$ cat config.mk
export PLATFORM = sky130hd
export DESIGN_NAME = mmu_gen2_flat
export DESIGN_NICKNAME = d
export VERILOG_FILES = /design/src/rtl/mmu_gen2_if.sv /design/src/rtl/mmu_gen2.sv /design/src/flat_wrapper.sv
export SDC_FILE = /design/constraint.sdc
export NUM_CORES = 1
export LEC_CHECK = 0
export BUFFER_PORTS_ARGS = -buffer_cell sky130_fd_sc_hd__buf_4
export CAP_MARGIN = 15
export CORE_AREA = 8 8 154 156
export CTS_BUF_LIST = sky130_fd_sc_hd__clkbuf_2
export CTS_CLUSTER_DIAMETER = 50
export DETAILED_ROUTE_END_ITERATION = 10
export DIE_AREA = 0 0 162 164
export PLACE_DENSITY = 0.62
export RECOVER_POWER = 50
export SLEW_MARGIN = 15
export SYNTH_ARGS = -nofsm -noshare
export SYNTH_HDL_FRONTEND = slang
export SYNTH_SLANG_ARGS = --single-unit
$ cat constraint.sdc
create_clock -name clk -period 2.7 [get_ports clk]
set_clock_uncertainty 0.15 [all_clocks]
set_input_delay 0.54 -clock clk [delete_from_list [all_inputs] [get_ports clk]]
set_output_delay 0.54 -clock clk [all_outputs]
set_load 0.005 [all_outputs]
$ cat src/rtl/mmu_gen2_if.sv
// mmu_gen2_if: data-side request bus between a CPU core (master) and the
// MMU (slave).
//   dm_req     request, held by the master while dm_stall is high
//   dm_we      1 = store, 0 = load
//   dm_addr    byte address
//   dm_di      right-aligned store data
//   dm_size    0 = byte, 1 = half, 2 = word, 3 = illegal
//   dm_signed  sign-extend loads
//   dm_do      aligned/extended load data
//   dm_valid   access complete (one-cycle pulse)
//   dm_stall   request not being taken / access in progress
//   dm_fault   access aborted (pulses together with dm_valid)
interface mmu_gen2_if;
  logic        dm_req;
  logic        dm_we;
  logic [31:0] dm_addr;
  logic [31:0] dm_di;
  logic [1:0]  dm_size;
  logic        dm_signed;
  logic [31:0] dm_do;
  logic        dm_valid;
  logic        dm_stall;
  logic        dm_fault;

  modport master (
    output dm_req, dm_we, dm_addr, dm_di, dm_size, dm_signed,
    input  dm_do, dm_valid, dm_stall, dm_fault
  );

  modport slave (
    input  dm_req, dm_we, dm_addr, dm_di, dm_size, dm_signed,
    output dm_do, dm_valid, dm_stall, dm_fault
  );
endinterface

$ cat src/rtl/mmu_gen2.sv
// mmu_gen2: memory management unit joining an instruction fetch port, a data
// port (RAM or memory-mapped I/O) and an instruction-cache fence that copies
// the data RAM into the fetch RAM.
//   clk, resetb        clock, synchronous active-low reset
//   im_addr / im_do    fetch byte address / fetched word (ram0 read data)
//   dm                 data request bus (mmu_gen2_if slave side)
//   ram0_*             fetch/fill RAM port (word address, we, write/read data)
//   ram1_*             data RAM port (word address, byte enables, write/read data)
//   io_*               I/O request strobe, write, offset, write data, read data, ready
//   fence_i / fence_i_done  copy request / copy complete
module mmu_gen2 #(
  parameter int unsigned RAM_AW     = 14,
  parameter logic [31:0] IO_BASE    = 32'h8000_0000,
  parameter int unsigned IO_AW      = 8,
  parameter int unsigned IO_TIMEOUT = 15
) (
  input  logic              clk,
  input  logic              resetb,
  input  logic [31:0]       im_addr,
  output logic [31:0]       im_do,
  mmu_gen2_if.slave         dm,
  output logic [RAM_AW-1:0] ram0_addr,
  output logic              ram0_we,
  output logic [31:0]       ram0_di,
  input  logic [31:0]       ram0_do,
  output logic [RAM_AW-1:0] ram1_addr,
  output logic [3:0]        ram1_be,
  output logic [31:0]       ram1_di,
  input  logic [31:0]       ram1_do,
  output logic              io_en,
  output logic              io_we,
  output logic [IO_AW-1:0]  io_addr,
  output logic [31:0]       io_wdata,
  input  logic [31:0]       io_rdata,
  input  logic              io_ready,
  input  logic              fence_i,
  output logic              fence_i_done
);
  localparam int unsigned     TW        = $clog2(IO_TIMEOUT + 1);
  localparam logic [TW-1:0]   TMO_LAST  = TW'(IO_TIMEOUT - 1);
  localparam logic [33:0]     RAM_BYTES = 34'd1 << (RAM_AW + 2);
  localparam logic [32:0]     IO_BYTES  = 33'd1 << IO_AW;
  localparam logic [RAM_AW:0] PTR_LAST  = {1'b1, {RAM_AW{1'b0}}};

  typedef enum logic [2:0] {IDLE, RAM_RD, IO_WAIT, FENCE, DONE} state_t;
  state_t state, state_nx;

  logic [RAM_AW:0]    ptr;
  logic [TW-1:0]      tmo_cnt;
  logic               valid_q, fault_q;
  logic [31:0]        do_q;
  logic [1:0]         lane_q, size_q;
  logic               signed_q;
  logic               io_en_q, io_we_q;
  logic [IO_AW-1:0]   io_addr_q;
  logic [31:0]        io_wdata_q;

  logic [32:0] io_off;
  logic        hit_ram, hit_io, misalign, bad;
  logic        accept_state, take_fence, accept;
  logic [3:0]  be;
  logic [31:0] wdata;
  logic        unused_im;

  assign im_do     = ram0_do;
  assign unused_im = ^{im_addr[31:RAM_AW+2], im_addr[1:0]};

  function automatic logic [31:0] load_ext(input logic [31:0] w, input logic [1:0] lane,
                                           input logic [1:0] size, input logic sgn);
    logic [31:0] s;
    s = w >> {lane, 3'b000};
    case (size)
      2'd0:    load_ext = {{24{sgn & s[7]}}, s[7:0]};
      2'd1:    load_ext = {{16{sgn & s[15]}}, s[15:0]};
      default: load_ext = w;
    endcase
  endfunction

  // Request decode. An address below IO_BASE borrows into io_off[32], which
  // makes the window compare fail without a separate lower-bound test.
  always_comb begin
    io_off  = {1'b0, dm.dm_addr} - {1'b0, IO_BASE};
    hit_ram = {2'b00, dm.dm_addr} < RAM_BYTES;
    hit_io  = io_off < IO_BYTES;
    case (dm.dm_size)
      2'd0:    misalign = 1'b0;
      2'd1:    misalign = dm.dm_addr[0];
      2'd2:    misalign = dm.dm_addr[1:0] != 2'b00;
      default: misalign = 1'b1;
    endcase
    bad = misalign | ~(hit_ram | hit_io);
    case (dm.dm_size)
      2'd0:    be = 4'b0001 << dm.dm_addr[1:0];
      2'd1:    be = 4'b0011 << dm.dm_addr[1:0];
      default: be = 4'b1111;
    endcase
    case (dm.dm_size)
      2'd0:    wdata = {4{dm.dm_di[7:0]}};
      2'd1:    wdata = {2{dm.dm_di[15:0]}};
      default: wdata = dm.dm_di;
    endcase
    // RAM_RD only presents load data, so it can take the next request too.
    accept_state = (state == IDLE) || (state == RAM_RD);
    take_fence   = accept_state && fence_i;
    accept       = accept_state && dm.dm_req && !fence_i;
  end

  always_ff @(posedge clk) begin
    if (!resetb) state <= IDLE;
    else         state <= state_nx;
  end

  always_comb begin
    state_nx = state;
    unique case (state)
      IDLE, RAM_RD: begin
        if (take_fence)                          state_nx = FENCE;
        else if (accept && !bad && hit_io)       state_nx = IO_WAIT;
        else if (accept && !bad && !dm.dm_we)    state_nx = RAM_RD;
        else                                     state_nx = IDLE;
      end
      IO_WAIT: if (io_ready || tmo_cnt == TMO_LAST) state_nx = IDLE;
      FENCE:   if (ptr == PTR_LAST)                 state_nx = DONE;
      DONE:    if (!fence_i)                        state_nx = IDLE;
      default: state_nx = IDLE;
    endcase
  end

  always_ff @(posedge clk) begin
    if (!resetb) begin
      ptr        <= '0;
      tmo_cnt    <= '0;
      valid_q    <= 1'b0;
      fault_q    <= 1'b0;
      do_q       <= '0;
      lane_q     <= '0;
      size_q     <= '0;
      signed_q   <= 1'b0;
      io_en_q    <= 1'b0;
      io_we_q    <= 1'b0;
      io_addr_q  <= '0;
      io_wdata_q <= '0;
    end else begin
      valid_q <= 1'b0;
      fault_q <= 1'b0;
      do_q    <= '0;
      ptr     <= (state == FENCE) ? ptr + 1'b1 : '0;
      tmo_cnt <= (state == IO_WAIT) ? tmo_cnt + 1'b1 : '0;
      if (accept) begin
        lane_q   <= dm.dm_addr[1:0];
        size_q   <= dm.dm_size;
        signed_q <= dm.dm_signed;
        if (bad) begin
          valid_q <= 1'b1;
          fault_q <= 1'b1;
        end else if (hit_io) begin
          io_en_q    <= 1'b1;
          io_we_q    <= dm.dm_we;
          io_addr_q  <= io_off[IO_AW-1:0];
          io_wdata_q <= wdata;
        end else if (dm.dm_we) begin
          valid_q <= 1'b1;
        end
      end
      if (state == IO_WAIT) begin
        if (io_ready) begin
          valid_q <= 1'b1;
          do_q    <= io_we_q ? '0 : load_ext(io_rdata, lane_q, size_q, signed_q);
          io_en_q <= 1'b0;
        end else if (tmo_cnt == TMO_LAST) begin
          valid_q <= 1'b1;
          fault_q <= 1'b1;
          io_en_q <= 1'b0;
        end
      end
    end
  end

  always_comb begin
    ram0_addr    = im_addr[RAM_AW+1:2];
    ram0_we      = 1'b0;
    ram0_di      = ram1_do;
    ram1_addr    = dm.dm_addr[RAM_AW+1:2];
    ram1_be      = '0;
    ram1_di      = wdata;
    dm.dm_valid  = valid_q;
    dm.dm_fault  = fault_q;
    dm.dm_do     = do_q;
    dm.dm_stall  = 1'b0;
    fence_i_done = 1'b0;
    io_en        = io_en_q;
    io_we        = io_we_q;
    io_addr      = io_addr_q;
    io_wdata     = io_wdata_q;
    unique case (state)
      IDLE, RAM_RD: begin
        if (state == RAM_RD) begin
          dm.dm_valid = 1'b1;
          dm.dm_do    = load_ext(ram1_do, lane_q, size_q, signed_q);
        end
        dm.dm_stall = fence_i;
        if (accept && !bad && !hit_io && dm.dm_we) ram1_be = be;
      end
      IO_WAIT: dm.dm_stall = 1'b1;
      // ram1 read data lags its address by a cycle, so word p-1 is written
      // while word p is being read.
      FENCE: begin
        dm.dm_stall = 1'b1;
        ram1_addr   = ptr[RAM_AW-1:0];
        ram0_addr   = RAM_AW'(ptr - 1'b1);
        ram0_we     = ptr != '0;
      end
      DONE: begin
        dm.dm_stall  = 1'b1;
        fence_i_done = 1'b1;
      end
      default: ;
    endcase
    // Reset is synchronous, so block every strobe while it is held.
    if (!resetb) begin
      ram0_we      = 1'b0;
      ram1_be      = '0;
      dm.dm_valid  = 1'b0;
      dm.dm_fault  = 1'b0;
      dm.dm_do     = '0;
      dm.dm_stall  = 1'b0;
      fence_i_done = 1'b0;
      io_en        = 1'b0;
      io_we        = 1'b0;
    end
  end
endmodule

$ cat src/flat_wrapper.sv
// flat-port wrapper written by rule: the top's interface ports become plain ports
module mmu_gen2_flat 
#(
  parameter int unsigned RAM_AW     = 14,
  parameter logic [31:0] IO_BASE    = 32'h8000_0000,
  parameter int unsigned IO_AW      = 8,
  parameter int unsigned IO_TIMEOUT = 15
)
  (clk, resetb, im_addr, im_do, ram0_addr, ram0_we, ram0_di, ram0_do, ram1_addr, ram1_be, ram1_di, ram1_do, io_en, io_we, io_addr, io_wdata, io_rdata, io_ready, fence_i, fence_i_done, dm_dm_req, dm_dm_we, dm_dm_addr, dm_dm_di, dm_dm_size, dm_dm_signed, dm_dm_do, dm_dm_valid, dm_dm_stall, dm_dm_fault);
  mmu_gen2_if dm_i ();
  input  logic clk;
  input  logic resetb;
  input  logic [31:0] im_addr;
  output logic [31:0] im_do;
  output logic [RAM_AW-1:0] ram0_addr;
  output logic ram0_we;
  output logic [31:0] ram0_di;
  input  logic [31:0] ram0_do;
  output logic [RAM_AW-1:0] ram1_addr;
  output logic [3:0] ram1_be;
  output logic [31:0] ram1_di;
  input  logic [31:0] ram1_do;
  output logic io_en;
  output logic io_we;
  output logic [IO_AW-1:0] io_addr;
  output logic [31:0] io_wdata;
  input  logic [31:0] io_rdata;
  input  logic io_ready;
  input  logic fence_i;
  output logic fence_i_done;
  input wire logic [$bits(dm_i.dm_req)-1:0] dm_dm_req;
  input wire logic [$bits(dm_i.dm_we)-1:0] dm_dm_we;
  input wire logic [$bits(dm_i.dm_addr)-1:0] dm_dm_addr;
  input wire logic [$bits(dm_i.dm_di)-1:0] dm_dm_di;
  input wire logic [$bits(dm_i.dm_size)-1:0] dm_dm_size;
  input wire logic [$bits(dm_i.dm_signed)-1:0] dm_dm_signed;
  output wire logic [$bits(dm_i.dm_do)-1:0] dm_dm_do;
  output wire logic [$bits(dm_i.dm_valid)-1:0] dm_dm_valid;
  output wire logic [$bits(dm_i.dm_stall)-1:0] dm_dm_stall;
  output wire logic [$bits(dm_i.dm_fault)-1:0] dm_dm_fault;
  assign dm_i.dm_req = dm_dm_req;
  assign dm_i.dm_we = dm_dm_we;
  assign dm_i.dm_addr = dm_dm_addr;
  assign dm_i.dm_di = dm_dm_di;
  assign dm_i.dm_size = dm_dm_size;
  assign dm_i.dm_signed = dm_dm_signed;
  assign dm_dm_do = dm_i.dm_do;
  assign dm_dm_valid = dm_i.dm_valid;
  assign dm_dm_stall = dm_i.dm_stall;
  assign dm_dm_fault = dm_i.dm_fault;
  mmu_gen2 #(.RAM_AW(RAM_AW), .IO_BASE(IO_BASE), .IO_AW(IO_AW), .IO_TIMEOUT(IO_TIMEOUT)) u_core (.clk(clk), .resetb(resetb), .im_addr(im_addr), .im_do(im_do), .dm(dm_i), .ram0_addr(ram0_addr), .ram0_we(ram0_we), .ram0_di(ram0_di), .ram0_do(ram0_do), .ram1_addr(ram1_addr), .ram1_be(ram1_be), .ram1_di(ram1_di), .ram1_do(ram1_do), .io_en(io_en), .io_we(io_we), .io_addr(io_addr), .io_wdata(io_wdata), .io_rdata(io_rdata), .io_ready(io_ready), .fence_i(fence_i), .fence_i_done(fence_i_done));
endmodule
Yosys cells after proc, flatten, opt, wreduce, memory -nomap -nowiden
Index checks and enable logic that the tools add are counted.

Memories kept: 0. Input bits: 201. Output and inout port bits: 207. Bits in read-only memories: 0. Memory bits (writable): 0. Register bits: 103. Logic and storage cells: 122. Bits in latches: 0.

Equality and inequality tests: 12. Div/mod/pow operators: 0. Shifts and indexed selects: 4. Multiply operators: 0. Bitwise gates (word level): 11. Magnitude comparators: 2. Add/subtract/negate cells: 4. Reductions and logical operators: 26. Mux-type cells: 50.

Operators by type and width (number): $pmux W32 S2 (3); $mux W32 (3); $shr A32 B5 Y16 (2); $lt A33 B9 Y1 const B (1); $sub A32 B32 Y33 const B (1); $lt A32 B17 Y1 const B (1); $mux W1 (30); $mux W14 (2); $add A15 B1 Y15 const B (1); $eq A15 B15 Y1 const B (1); $mux W3 (5); $reduce_bool A15 Y1 (1); $sub A14 B1 Y14 const B (1); $mux W4 (3); $pmux W3 S4 (1); $logic_and A1 B1 Y1 (8); $pmux W4 S2 (1); $eq A3 B2 Y1 const B (2); $reduce_and A3 Y1 (2); $not A1 Y1 (5); $add A4 B1 Y4 const B (1); $and A1 B1 Y1 (4); $eq A2 B1 Y1 const B (2); $eq A4 B4 Y1 const B (1); 19 further kinds (27).

Longest topological paths before layout
Gate-level depths: netlist of the first run.

Depth after elaboration: 12. Depth in mapped cells: 7.

Worst setup path before layout of the first run
No wires, ideal clock.

Path kind: input port to output port. Start point: in dm_dm_addr[1]. End point: out ram1_be[0]. Arrival time: 1808 ps. Data required time: 2010 ps. Setup slack: 202 ps. Cell stages on the path: 5. Cell sequence: clkbuf_1 -> nor3_1 -> nor2_1 -> or4_1 -> nor3_1.

Word-level cells in the longest chain between the ends: 12.

RTL lines: start, declared (RTL line flat_wrapper.sv:33) `input wire logic [$bits(dm_i.dm_addr)-1:0] dm_dm_addr;`; $sub A32 B32 Y33 (RTL line mmu_gen2.sv:82) `io_off = {1'b0, dm.dm_addr} - {1'b0, IO_BASE};`; $lt A33 B9 Y1 (RTL line mmu_gen2.sv:84) `hit_io = io_off < IO_BYTES;`; $or A1 B1 Y1 (RTL line mmu_gen2.sv:91) `bad = misalign | ~(hit_ram | hit_io);`; $not A1 Y1 (RTL line mmu_gen2.sv:91); $or A1 B1 Y1 (RTL line mmu_gen2.sv:91); $logic_not A1 Y1 (RTL line mmu_gen2.sv:202) `if (accept && !bad && !hit_io && dm.dm_we) ram1_be = be;`; $logic_and A1 B1 Y1 (3 in a row) (RTL line mmu_gen2.sv:202); $mux W4 * (RTL line mmu_gen2.sv:202); $mux W4 * (RTL line mmu_gen2.sv:195) `unique case (state)`; $mux W4 * (RTL line mmu_gen2.sv:220) `if (!resetb) begin`; end, declared (RTL line flat_wrapper.sv:20) `output logic [3:0] ram1_be;`.

Every way passes the cells marked *; elsewhere a longest branch is shown, timed or not.

Worst setup path after layout of the first run
Start point: reg u_core.lane_q[1]. End point: out dm_dm_do[21].

Word-level cells in the longest chain between the ends: 6.

RTL lines: start, declared (RTL line mmu_gen2.sv:52) `logic [1:0] lane_q, size_q;`; start signal, assigned (RTL line mmu_gen2.sv:150) `lane_q <= dm.dm_addr[1:0];`; $shr A32 B5 Y16 * (RTL line mmu_gen2.sv:71) `s = w >> {lane, 3'b000};`; $and A1 B1 Y1, on equally long branches (RTL line mmu_gen2.sv:74, mmu_gen2.sv:73); $pmux W32 S2 * (RTL line mmu_gen2.sv:72) `case (size)`; $mux W32 * (RTL line mmu_gen2.sv:197) `if (state == RAM_RD) begin`; $mux W32 * (RTL line mmu_gen2.sv:195); $mux W32 * (RTL line mmu_gen2.sv:220); end, declared (RTL line flat_wrapper.sv:37) `output wire logic [$bits(dm_i.dm_do)-1:0] dm_dm_do;`.

Marked as above.

==> flow_metrics.env, run 1 <==
export IMPL_status="complete, but fails checks"
export IMPL_violations="setup timing"
export IMPL_cts_tree="built"
export IMPL_grt_pass1_vias=7936
export IMPL_port_buffers=325
export IMPL_fin_setup_tns_ns=-16.56
export IMPL_peakVddDrop_mv=0.179
export IMPL_die_y_um=164
export IMPL_start_util_pct=33.4
export IMPL_dp_hpwl_um=23100
export IMPL_relSlewSlack_pct=56.8
export IMPL_cap_viol_max_count=0
export IMPL_die_area_um2=26600
export IMPL_route_vias_total=7785
export IMPL_drt_iter0_markers=439
export IMPL_yosysWarnings=0
export IMPL_cp_common_cell="buf_4"
export IMPL_via_per_inst=5.11
export IMPL_drive_gt1_share_pct=40.3
export IMPL_period_share_pct=119
export IMPL_setup_viol=61
export IMPL_rsz0062_at_grt="true"
export IMPL_yosysSeqAreaShare_pct=28.9
export IMPL_area_growth_synth_to_final_pct=49.8
export IMPL_multi_input_area_um2=4440
export IMPL_path_buf_inv=3
export IMPL_antenna_found_initial=2
export IMPL_min_path_type="input pin to register"
export IMPL_place_gp_congestion=0.925
export IMPL_cts_root_buf="clkbuf_2"
export IMPL_worstSetupPathType="register to output port"
export IMPL_fillers=2115
export IMPL_fin_crit_ns=3.23
export IMPL_regArea_um2=2080
export IMPL_htree_num_levels=3
export IMPL_ios=408
export IMPL_cp_cell_sequence="mux4_2, a21o_1, a32oi_4, buf_12, buf_4, o21ai_2, buf_4"
export IMPL_cts_sinks=103
export IMPL_grt_max_degree=88
export IMPL_power_density_nw_per_um2=316
export IMPL_insertion_delay_ns=0.62
export IMPL_core_um2=21400
export IMPL_synth_edf_count=0
export IMPL_hold_violations=0
export IMPL_crit_arrival_ns=2.54
export IMPL_async_flop_share_pct=0
export IMPL_avgSynthCellArea_um2=7.87
export IMPL_finalInstanceArea_um2=10700
export IMPL_drcViolationCount=0
export IMPL_holdWs_ns=0.0774
export IMPL_critPathLaunchType="register"
export IMPL_synth_seq_cells=103
export IMPL_cp_slowest_stage_delay_ns=0.57
export IMPL_grt_ovfl_total=0
export IMPL_synth_ff_type="dfxtp_1"
export IMPL_fmax_mhz=310
export IMPL_crit_slowest_cell="mux4_2"
export IMPL_worst_setup_path_end_kind="output port"
export IMPL_synthDistinctLibCells=63
export IMPL_grt_first_pass_wirelength_um=45300
export IMPL_worst_ep_required_time_ns=2.01
export IMPL_critPathMaxFanout=9
export IMPL_synth_nets=1112
export IMPL_maxSlewViolCount=0
export IMPL_cts_made_buffers=9
export IMPL_rows=54
export IMPL_crit_family="multiplexers"
export IMPL_die_width_um=162
export IMPL_leakage_nw=4.65
export IMPL_place_area_um2=9570
export IMPL_firstDrtPassIters=4
export IMPL_globalRouteTotalUtil_pct=21.6
export IMPL_wl_per_cell_um=19.7
export IMPL_cts_clk_slew_worst_paths_ns=0.28
export IMPL_finalWirelength_um=30100
export IMPL_tightest_slew_ns=0.649
export IMPL_syn_inst=906
export IMPL_clk_path_buf_depth=2
export IMPL_ant_nets=0
export IMPL_synthesis_area_um2=7130
export IMPL_fin_ws_ns=-0.525
export IMPL_nets=1442
[final cells by class]
type	instances	area share, %
repair buffers	469	34.0
well taps	280	3.28
clock inverters	7	0.738
multi-input cells	643	41.6
clock buffers	9	0.422
flip-flops and latches	103	19.5
inverters	10	0.398
diodes	3	0.0703
[synth_stat cells, types with 4 or more instances]
cell type | count | share of area, %
xor2_1 | 15 | 1.8
nand2_1 | 187 | 9.8
mux2_2 | 23 | 3.6
mux2i_1 | 69 | 9.7
o311ai_0 | 7 | 0.86
o21ai_2 | 10 | 1.2
o211a_1 | 8 | 1.1
inv_1 | 10 | 0.53
a22oi_1 | 15 | 1.6
buf_2 | 14 | 0.98
nand4_1 | 10 | 0.88
nor3_1 | 9 | 0.63
buf_1 | 5 | 0.26
nor3b_1 | 6 | 0.63
nand3_1 | 12 | 0.84
o21ai_0 | 48 | 3.4
clkbuf_1 | 50 | 2.6
and2_1 | 4 | 0.35
xnor2_1 | 8 | 0.98
and3_1 | 6 | 0.53
nor2_1 | 67 | 3.5
ha_1 | 5 | 0.88
a22o_1 | 7 | 0.86
nor4_1 | 8 | 0.70
dfxtp_1 | 103 | 29
o2bb2ai_1 | 32 | 3.9
buf_6 | 6 | 0.95
a31oi_1 | 6 | 0.53
nor2b_1 | 11 | 0.96
a21oi_1 | 25 | 1.8
buf_4 | 73 | 7.7
o22ai_1 | 6 | 0.53
[sequential cells by signal, indices dropped and copies added, names as in the netlist, 2 cells and up]
register         count
u_core.state         3
u_core.io_wdata     32
u_core.io_addr       8
u_core.tmo_cnt       4
u_core.lane_q        2
u_core.ptr          15
u_core.size_q        2
u_core.do_q         32
[cell usage in the layout, fill, tap and decap left out, drive strengths merged, types with 13 or more instances in the layout]
master,instances
clkbuf,85
mux2,23
inv,13
o21ai,58
dfxtp,103
a22oi,16
a21oi,25
o2bb2ai,32
mux2i,69
dlygate4sd3,43
nor2,68
nand2,187
buf,349
xor2,15
[path summary, 6_finish.rpt]
check,from,end,slack [ns],cells after the start
max reg2reg,u_core.state[1],u_core.io_wdata[12],-0.02,6
max,u_core.lane_q[1],dm_dm_do[21],-0.53,7
min,io_rdata[15],u_core.do_q[15],0.08,3
min reg2reg,u_core.io_wdata[11],u_core.io_wdata[11],0.32,2
[worst min-delay path: cells and delay by family]
kind                   cells  cell delay [ns]
AOI/OAI and AO/OA          1             0.06
buffers and inverters      1             0.12
and+or+nand+nor            1             0.10
[where the power goes]
group	switching [mW]	leakage, nW	total, mW	internal [mW]
clock network	0.583	0.0725	0.810	0.227
logic	0.488	3.74	1.02	0.531
registers	0.0103	0.837	1.55	1.54
[per-stage QoR]
stage / setup slack [ns] / power [mW] / utilization (%) / std cells
floorplan: 0.202 / 2.01 / - / 906
global placement: -0.169 / 2.46 / 44.8 / 1428
detailed placement: -0.196 / 2.47 / 44.8 / 1428
CTS: -0.575 / 3.41 / 50.2 / 1515
global route: -0.694 / 3.55 / 50.0 / 1524
finish: -0.525 / 3.38 / 50.0 / 1524
[cell families after synthesis]
family | share of synthesized area (%)
and+or+nand+nor | 22.2
AOI/OAI and AO/OA | 17.9
buffers and inverters | 13.3
DFF | 28.9
muxes | 13.9
xor gates and xnor gates | 2.82
adders and majority gates | 0.877
[timing repair]
item | 4_1_cts | 5_1_grt
hold endpoints to repair | 41 | 1
buffers inserted | 24 | 7
setup endpoints to repair | 66 | 59
pin swaps | 34 | 22
hold buffers | 42 | 1
cloned | 5 | 0
gates resized for setup | 124 | 40
[routing by layer]
metal	vias up	routed length [um]	global-route usage, %
met1	3665	12000	23.9
met2	322	14400	36.9
li1	3735	-	-
met5	-	0	0
met3	63	2310	6.57
met4	0	1340	11.2
(Power assumes the default switching activity.)
==> run 2, diff against run 1 <==
==> constraint.sdc (replaced) <==
create_clock -name clk -period 2.7 [get_ports clk]
set_clock_uncertainty 0.15 [all_clocks]
set_input_delay 0.54 -clock clk [delete_from_list [all_inputs] [get_ports clk]]
set_output_delay 0.54 -clock clk [all_outputs]
set_load 0.02 [all_outputs]
==> run 2 against run 1 <==
  * The flow still finishes with violations (setup timing)
  * First-iteration DRC count decreased by 13%
  * Worst hold slack improved by 0.036 ns
  * Combinational power increased by 19%
  * Clock power decreased by 18%
  * Global-route usage increased by 0.37 points
  * Worst setup slack improved by 0.058 ns
  * Final cell count increased by 0.92%
  * Sequential cell count unchanged
  * Critical path type unchanged
==> flow_metrics.env, run 2 (synthesis gave the netlist of run 1 again) <==
export IMPL_status="complete, but fails checks"
export IMPL_violations="setup timing"
export IMPL_period_share_pct=117
export IMPL_nets=1459
export IMPL_fin_ws_ns=-0.467
export IMPL_leakage_nw=4.77
export IMPL_critPathMaxFanout=5
export IMPL_clk_path_buf_depth=2
export IMPL_route_vias_total=7956
export IMPL_start_util_pct=33.4
export IMPL_core_um2=21400
export IMPL_maxSlewViolCount=0
export IMPL_min_path_type="input pin to register"
export IMPL_relSlewSlack_pct=54.5
export IMPL_power_density_nw_per_um2=307
export IMPL_cts_root_buf="clkbuf_2"
export IMPL_grtUsageMet2_pct=37.5
export IMPL_regArea_um2=2080
export IMPL_hp_start="dm_dm_di[4]"
export IMPL_finalWirelength_um=31600
export IMPL_r2r_end="u_core.io_wdata[1]"
export IMPL_cap_viol_max_count=0
export IMPL_min_path_cells=3
export IMPL_firstDrtPassIters=5
export IMPL_worstHoldEndpoint="u_core.io_wdata[4]"
export IMPL_insertion_delay_ns=0.58
export IMPL_place_gp_congestion=0.922
export IMPL_met1_usage_pct=24.5
export IMPL_die_y_um=164
export IMPL_globalRouteTotalUtil_pct=22.0
export IMPL_cts_sinks=103
export IMPL_worst_ep_required_time_ns=2.01
export IMPL_multi_input_area_um2=4630
export IMPL_peakVddDrop_mv=0.169
export IMPL_ant_nets=0
export IMPL_reg2reg_depth=6
export IMPL_fillers=2083
export IMPL_worst_setup_path_end_kind="output port"
export IMPL_crit_arrival_ns=2.48
export IMPL_final_cell_mix="296 x buf_4, 160 x nand2_1, 96 x dfxtp_1"
export IMPL_dp_slack_ns=-0.156
export IMPL_tightest_slew_ns=0.682
export IMPL_area_growth_synth_to_final_pct=56.5
export IMPL_die_width_um=162
export IMPL_drt_iter0_markers=381
export IMPL_port_buffers=325
export IMPL_hold_violations=0
export IMPL_antenna_found_initial=1
export IMPL_critPathLaunchType="register"
export IMPL_setup_viol=62
export IMPL_r2r_start="u_core.state[1]"
export IMPL_met3_usage_pct=6.42
export IMPL_cts_clk_slew_worst_paths_ns=0.26
export IMPL_grt_busiest_layer="met2"
export IMPL_drcViolationCount=0
export IMPL_grt_ovfl_total=0
export IMPL_ios=408
export IMPL_reg2reg_slack_ns=0.15
export IMPL_fmax_mhz=316
export IMPL_rows=54
export IMPL_grt_pass1_vias=8055
export IMPL_htree_num_levels=3
export IMPL_rsz0062_at_grt="true"
export IMPL_wl_per_cell_um=20.6
export IMPL_grt_max_degree=84
export IMPL_drive_gt1_share_pct=41.8
export IMPL_cts_tree="built"
export IMPL_grt_first_pass_wirelength_um=46000
export IMPL_dp_hpwl_um=23200
export IMPL_worstSetupPathType="register to output port"
export IMPL_fin_crit_ns=3.17
export IMPL_final_common_cell="buf_4"
export IMPL_holdWs_ns=0.113
export IMPL_via_per_inst=5.17
export IMPL_cts_made_buffers=9
export IMPL_die_area_um2=26600
export IMPL_fin_setup_tns_ns=-15.92
## run 2: worst max-delay path by stage
stage / from / endpoint / cells past startpoint
final: u_core.lane_q[1] / dm_dm_do[26] / 7
after global routing: u_core.lane_q[1] / dm_dm_do[30] / 7
after CTS: u_core.lane_q[1] / dm_dm_do[23] / 7
after detailed placement: dm_dm_addr[1] / ram1_be[2] / 6
after global placement: ram1_do[23] / dm_dm_do[23] / 8
after floorplan: dm_dm_addr[1] / ram1_be[0] / 5
## run 2: final cells by class
cell class,count,area share [%]
antenna,1,0.0224
inverter,10,0.381
clock buffer,10,0.448
multi-input combinational,643,41.5
clock inverter,5,0.314
sequential,103,18.6
tap,280,3.14
timing repair buffer,486,35.6
## run 2: stage by stage
| step | utilization (%) | power, mW | instance area (um2) | cells |
|---|---|---|---|---|
| finish | 52.3 | 3.42 | 11200 | 1538 |
| CTS | 50.9 | 3.40 | 10900 | 1519 |
| global route | 52.3 | 3.59 | 11200 | 1538 |
| floorplan | - | 2.16 | 7130 | 906 |
| detailed placement | 45.0 | 2.60 | 9610 | 1432 |
| global placement | 45.0 | 2.59 | 9610 | 1432 |
## run 2: repair_timing
item                       4_1_cts  5_1_grt
setup endpoints to repair       66       65
hold endpoints to repair        42        0
gates cloned                     7        7
pin swaps                       42       49
hold buffers                    42        0
setup buffers                   23       16
gates resized for setup        147      111
## run 2: power by group
| part | internal [mW] | switching (mW) | total (mW) |
|---|---|---|---|
| Sequential | 1.54 | 0.0103 | 1.55 |
| Clock | 0.119 | 0.547 | 0.666 |
| Combinational | 0.575 | 0.635 | 1.21 |
## run 2: worst max-delay path, cell delays in order, from the launching register on
cell	delay (ns)
dfxtp_4	0.43
mux4_2	0.56
a21o_1	0.22
a32oi_4	0.22
buf_12	0.17
buf_6	0.12
o21ai_4	0.05
buf_6	0.13
## run 2: routing by layer
layer,wire length [um],vias up
li1,-,3770
met1,12600,3759
met2,15200,359
met3,2440,68
met4,1370,0
met5,0,-
